<file path="src/rtl/ccc_cfg_pkg.sv">
// Shared types for the CCC dynamic-reconfiguration APB initiator.
// Holds the controller state encoding and the CCC APB bus widths.
package ccc_cfg_pkg;

    localparam int CCC_ADDR_W = 6;
    localparam int CCC_DATA_W = 8;

    typedef enum logic [2:0] {
        IDLE,
        SETUP,
        ACCESS,
        ARST,
        WAIT_LOCK
    } cfg_state_e;

endpackage

</file>
<file path="src/rtl/ccc_apb_reconfig_sync_2ff.sv">
// Two-flop synchroniser for a single asynchronous level.
// Ports: clk, rst_n (async active-low, clears to 0), d (async in), q (synced out).
module sync_2ff (
    input  logic clk,
    input  logic rst_n,
    input  logic d,
    output logic q
);

    logic meta_q;
    logic meta_d;
    logic sync_q;
    logic sync_d;

    always_comb begin
        meta_d = d;
        sync_d = meta_q;
    end

    always_ff @(posedge clk or negedge rst_n) begin
        if (!rst_n) begin
            meta_q <= 1'b0;
            sync_q <= 1'b0;
        end else begin
            meta_q <= meta_d;
            sync_q <= sync_d;
        end
    end

    assign q = sync_q;

endmodule

</file>
<file path="src/rtl/ccc_apb_reconfig.sv">
// APB initiator for the CCC/PLL dynamic-reconfiguration port: single
// register transfers from the fabric, plus a PLL reset/relock commit.
// Ports: PCLK/PRESET_N; req_* / rsp_* request channel; commit and its
// done/err pulses; cfg_busy, locked status; APB master (PSEL..PRDATA,
// BUSY); LOCK (async) in; PLL_ARST_N out.
module ccc_apb_reconfig
    import ccc_cfg_pkg::*;
#(
    parameter int ARST_CYCLES  = 16,
    parameter int LOCK_TIMEOUT = 65535,
    parameter int TO_W         = 16
) (
    input  logic                  PCLK,
    input  logic                  PRESET_N,
    input  logic                  req_valid,
    output logic                  req_ready,
    input  logic                  req_write,
    input  logic [CCC_ADDR_W-1:0] req_addr,
    input  logic [CCC_DATA_W-1:0] req_wdata,
    output logic                  rsp_valid,
    output logic [CCC_DATA_W-1:0] rsp_rdata,
    input  logic                  commit,
    output logic                  commit_done,
    output logic                  commit_err,
    output logic                  cfg_busy,
    output logic                  locked,
    output logic                  PSEL,
    output logic                  PENABLE,
    output logic                  PWRITE,
    output logic [CCC_ADDR_W-1:0] PADDR,
    output logic [CCC_DATA_W-1:0] PWDATA,
    input  logic [CCC_DATA_W-1:0] PRDATA,
    input  logic                  BUSY,
    input  logic                  LOCK,
    output logic                  PLL_ARST_N
);

    localparam logic [TO_W-1:0] ARST_LAST = TO_W'(ARST_CYCLES - 1);
    localparam logic [TO_W-1:0] LOCK_LAST = TO_W'(LOCK_TIMEOUT - 1);

    cfg_state_e            state_q, state_d;
    logic [TO_W-1:0]       cnt_q, cnt_d, cnt_inc;
    logic                  pend_q, pend_d;
    logic [CCC_ADDR_W-1:0] paddr_q, paddr_d;
    logic [CCC_DATA_W-1:0] pwdata_q, pwdata_d;
    logic                  pwrite_q, pwrite_d;
    logic                  rsp_valid_q, rsp_valid_d;
    logic [CCC_DATA_W-1:0] rsp_rdata_q, rsp_rdata_d;
    logic                  done_q, done_d;
    logic                  err_q, err_d;
    logic                  arst_n_q, arst_n_d;

    sync_2ff u_lock_sync (
        .clk   (PCLK),
        .rst_n (PRESET_N),
        .d     (LOCK),
        .q     (locked)
    );

    // commit in the same cycle as a request wins, so it blocks acceptance
    assign req_ready = (state_q == IDLE) && !BUSY && !pend_q && !commit;

    // shared ARST / WAIT_LOCK counter, saturating at all-ones
    assign cnt_inc = (cnt_q == '1) ? cnt_q : cnt_q + TO_W'(1);

    always_comb begin
        state_d     = state_q;
        cnt_d       = cnt_q;
        pend_d      = pend_q;
        paddr_d     = paddr_q;
        pwdata_d    = pwdata_q;
        pwrite_d    = pwrite_q;
        rsp_rdata_d = rsp_rdata_q;
        rsp_valid_d = 1'b0;
        done_d      = 1'b0;
        err_d       = 1'b0;

        unique case (state_q)
            IDLE: begin
                if ((pend_q || commit) && !BUSY) begin
                    state_d = ARST;
                    cnt_d   = '0;
                    pend_d  = 1'b0;
                end else begin
                    if (commit) pend_d = 1'b1;
                    if (req_valid && req_ready) begin
                        paddr_d  = req_addr;
                        pwdata_d = req_wdata;
                        pwrite_d = req_write;
                        state_d  = SETUP;
                    end
                end
            end
            SETUP: begin
                if (commit) pend_d = 1'b1;
                state_d = ACCESS;
            end
            ACCESS: begin
                if (commit) pend_d = 1'b1;
                // no PREADY on the CCC: ACCESS is always one cycle
                if (!pwrite_q) rsp_rdata_d = PRDATA;
                rsp_valid_d = 1'b1;
                state_d     = IDLE;
            end
            ARST: begin
                if (cnt_q == ARST_LAST) begin
                    state_d = WAIT_LOCK;
                    cnt_d   = '0;
                end else begin
                    cnt_d = cnt_inc;
                end
            end
            WAIT_LOCK: begin
                if (locked) begin
                    done_d  = 1'b1;
                    state_d = IDLE;
                end else if (cnt_q == LOCK_LAST) begin
                    err_d   = 1'b1;
                    state_d = IDLE;
                end else begin
                    cnt_d = cnt_inc;
                end
            end
            default: state_d = IDLE;
        endcase

        // registered so the PLL reset never sees decode glitches
        arst_n_d = (state_d != ARST);
    end

    always_ff @(posedge PCLK or negedge PRESET_N) begin
        if (!PRESET_N) begin
            state_q     <= IDLE;
            cnt_q       <= '0;
            pend_q      <= 1'b0;
            paddr_q     <= '0;
            pwdata_q    <= '0;
            pwrite_q    <= 1'b0;
            rsp_valid_q <= 1'b0;
            rsp_rdata_q <= '0;
            done_q      <= 1'b0;
            err_q       <= 1'b0;
            arst_n_q    <= 1'b1;
        end else begin
            state_q     <= state_d;
            cnt_q       <= cnt_d;
            pend_q      <= pend_d;
            paddr_q     <= paddr_d;
            pwdata_q    <= pwdata_d;
            pwrite_q    <= pwrite_d;
            rsp_valid_q <= rsp_valid_d;
            rsp_rdata_q <= rsp_rdata_d;
            done_q      <= done_d;
            err_q       <= err_d;
            arst_n_q    <= arst_n_d;
        end
    end

    assign PSEL        = (state_q == SETUP) || (state_q == ACCESS);
    assign PENABLE     = (state_q == ACCESS);
    assign PWRITE      = pwrite_q;
    assign PADDR       = paddr_q;
    assign PWDATA      = pwdata_q;
    assign PLL_ARST_N  = arst_n_q;
    assign rsp_valid   = rsp_valid_q;
    assign rsp_rdata   = rsp_rdata_q;
    assign commit_done = done_q;
    assign commit_err  = err_q;
    assign cfg_busy    = (state_q != IDLE) || pend_q;

endmodule

</file>
<file path="config.mk">
export PLATFORM = sky130hd
export DESIGN_NAME = ccc_apb_reconfig
export DESIGN_NICKNAME = d
export VERILOG_FILES = /design/src/rtl/ccc_cfg_pkg.sv /design/src/rtl/ccc_apb_reconfig_sync_2ff.sv /design/src/rtl/ccc_apb_reconfig.sv
export SDC_FILE = /design/constraint.sdc
export NUM_CORES = 1
export LEC_CHECK = 0
export ABC_CLOCK_PERIOD_IN_PS = 2100
export CORE_MARGIN = 2
export CORE_UTILIZATION = 30
export CTS_CLUSTER_SIZE = 20
export DETAILED_ROUTE_END_ITERATION = 8
export PLACE_DENSITY = 0.55
export SYNTH_ARGS = -nofsm -noshare
export SYNTH_HDL_FRONTEND = slang
export SYNTH_SLANG_ARGS = --single-unit
</file>
<file path="constraint.sdc">
create_clock -name PCLK -period 2.1 [get_ports PCLK]
set_input_delay 0.42 -clock PCLK [delete_from_list [all_inputs] [get_ports PCLK]]
set_output_delay 0.42 -clock PCLK [all_outputs]
set_load 0.1 [all_outputs]
</file>
==> impl_metrics.json <==
{
  "die_w_um": 92.1,
  "fin_cells": 370,
  "cp-start-kind": "flip-flop",
  "post-route-min-period_ns": 2.04,
  "route.detailed.drc": 0,
  "synth-seq-cells": 49,
  "syn_nets": 223,
  "drv_slew": 0,
  "nets": 298,
  "insertedDiodeCount": 0,
  "cts_made_buffers": 5,
  "grt_pass1_wl_mm": 8.48,
  "clock_sinks": 49,
  "rsz0062_at_grt": "true",
  "use_met3_pct": 2.96,
  "firstDrtPassIters": 4,
  "async_flop_share_pct": 100,
  "vias": 1711,
  "grtUsageTotal_pct": 12.5,
  "nFillCells": 728,
  "worst_pin_slew_ns": 0.412,
  "max_freq_mhz": 491,
  "final_antenna_net_count": 0,
  "grtUsageMet1_pct": 17.6,
  "syn2layout_area_growth_pct": 41.4,
  "synthCells": 192,
  "place_inst": 359,
  "crit_path_cell_trace": "nor3_4 > nand2b_1 > nor3_4 > buf_4 > buf_12",
  "ys_warn_count": 0,
  "core_area_um2": 7610,
  "cts_root_buf": "clkbuf_8",
  "clkTransAtPathRegs_ns": 0.09,
  "layout-drive-gt1-share_pct": 37.7,
  "num_rows": 32,
  "top_usage_layer": "met2",
  "crit_slowest_cell": "dfrtp_2",
  "cp.required_ns": 1.68,
  "clk_latency_ns": 0.30,
  "place_congestion": 0.781,
  "min-delay-path-class": "primary input to asynchronous set/reset pin",
  "arrival_ns": 1.62,
  "die-area_um2": 8470,
  "worst-path-buf-inv": 2,
  "slew_headroom_pct": 72.1,
  "cts.path.max_buffers": 2,
  "critPathTopFamily": "simple AND/OR/NAND/NOR gates",
  "status": "completed",
  "drt_iter0_drc": 31,
  "drv_cap": 0,
  "start_util_pct": 30.6,
  "worstPathMaxFanout": 3,
  "wire_per_inst_um": 13.7,
  "h-tree-depth": 2,
  "wirelength_mm": 5.06,
  "endpoint_kind": "primary output",
  "final_common_cell": "dfrtp_1",
  "min_period_over_period_pct": 97.0,
  "cpMostUsedCell": "nor3_4",
  "avgSynthCellArea_um2": 12.1,
  "seq_area_frac_synth_pct": 52.8,
  "grt_start_max_net_pins": 19,
  "synth_edf_count": 0,
  "final_hold_viol_count": 0,
  "yosysUniqueCellTypes": 50,
  "setup_viol": 0,
  "gr-usage-met2_pct": 19.6,
  "post-route-util_pct": 43.2,
  "slowest_delay_ns": 0.44,
  "syn-cell-area_um2": 2330,
  "dp_hpwl_mm": 3.69,
  "crit_type": "flip-flop to primary output",
  "pin_count": 61,
  "synthFlopType": "dfrtp_1",
  "grt_pass1_vias": 1690,
  "cts_tree": "built",
  "antenna_found_initial": 0,
  "io_buffers": 60,
  "grt_overflow": 0,
  "die_height_um": 92.1,
  "skew_ns": 0.00848,
  "cts_hold_buf": 0,
  "layout_common_cells": "dfrtp_1, buf_4, clkdlybuf4s50_1",
  "drt-vias-per-instance": 4.62
}
-- final timing paths --
path	slack (ns)	end	start	cells past startpoint
setup / recovery	0.06	req_ready	state_q[2]	5
hold / removal	0.04	PWDATA[3]	PRESET_N	1
setup reg to reg	0.19	cnt_q[15]	state_q[1]	6
hold reg to reg	0.36	u_lock_sync.q	u_lock_sync.meta_q	0
max in group asynchronous	1.49	state_q[2]	PRESET_N	2
min in group PCLK	0.36	u_lock_sync.q	u_lock_sync.meta_q	0
-- Yosys cell counts, drive strengths merged (5+ instances only) --
| library cell | count | area share (%) |
|---|---|---|
| a21oi | 8 | 1.9 |
| and4 | 5 | 1.9 |
| buf | 8 | 2.6 |
| dfrtp | 48 | 52 |
| mux2 | 23 | 11 |
| nand2 | 9 | 1.6 |
| nand3 | 5 | 1.1 |
| nand4 | 7 | 2.5 |
| nor2 | 12 | 1.9 |
| nor3 | 5 | 1.5 |
| o21ai | 8 | 2.2 |
| or3 | 5 | 1.3 |
| xnor2 | 5 | 1.9 |
| xor2 | 5 | 1.9 |
-- worst register-to-register path: stages, from the launching register on --
cell and delay, ns:
dfrtp_2 0.45, buf_4 0.18, nor4b_4 0.31, a211o_4 0.19, o21ai_4 0.09, or4_4 0.52, a21oi_2 0.14
-- registers in the layout (all words and copies together), names as in the netlist --
name	cells
PLL_ARST_N	1
rsp_valid	1
PWDATA	8
commit_done	1
rsp_rdata	8
pend_q	1
cnt_q	16
PWRITE	1
commit_err	1
PADDR	6
u_lock_sync.q	1
u_lock_sync.meta_q	1
state_q	3
-- cell type report --
| cell class | instances | area [um2] | share of cell area (%) |
|---|---|---|---|
| Timing Repair Buffer | 76 | 698 | 21.2 |
| Sequential cell | 49 | 1230 | 37.5 |
| Inverter | 3 | 11.3 | 0.342 |
| Clock inverter | 3 | 65.1 | 1.98 |
| Tap cell | 102 | 128 | 3.88 |
| Clock buffer | 5 | 68.8 | 2.09 |
| Multi-Input combinational cell | 132 | 1090 | 33.0 |
-- routing by layer --
layer | up-vias | share of wire, %
met5 | - | 0
met3 | 4 | 5.1
met4 | 0 | 0.87
li1 | 842 | -
met1 | 826 | 46
met2 | 39 | 48
-- kinds of logic after synthesis --
logic type / Yosys count / synth area share (%)
AOI/OAI and AO/OA: 26 / 8.61
xor gates and xnor gates: 10 / 3.77
adders and majority gates: 2 / 1.08
buffers and inverters: 11 / 3.07
DFF: 49 / 52.8
muxes: 23 / 11.1
and+or+nand+nor: 71 / 19.6
-- metrics by stage --
stage / instance area, um2 / TNS, ns / setup WS, ns / hold WS (ns)
floorplan: 2400 / -6.43 / -0.400 / 0.124
global placement: 3130 / 0 / 0.0217 / 0.334
detailed placement: 3130 / -0.0194 / -0.00778 / 0.343
CTS: 3280 / 0 / 0.0159 / 0.0426
global route: 3290 / -0.0578 / -0.0578 / 0.0510
finish: 3290 / 0 / 0.0623 / 0.0352
-- repair_timing --
item / in CTS / in global routing
setup buffers: 2 / 1
endpoints found under the setup margin: 1 / 17
resized for setup: 3 / 1
Power is not shown: default switching activity piles up to over one toggle a cycle in this logic, so the estimate is an artifact.
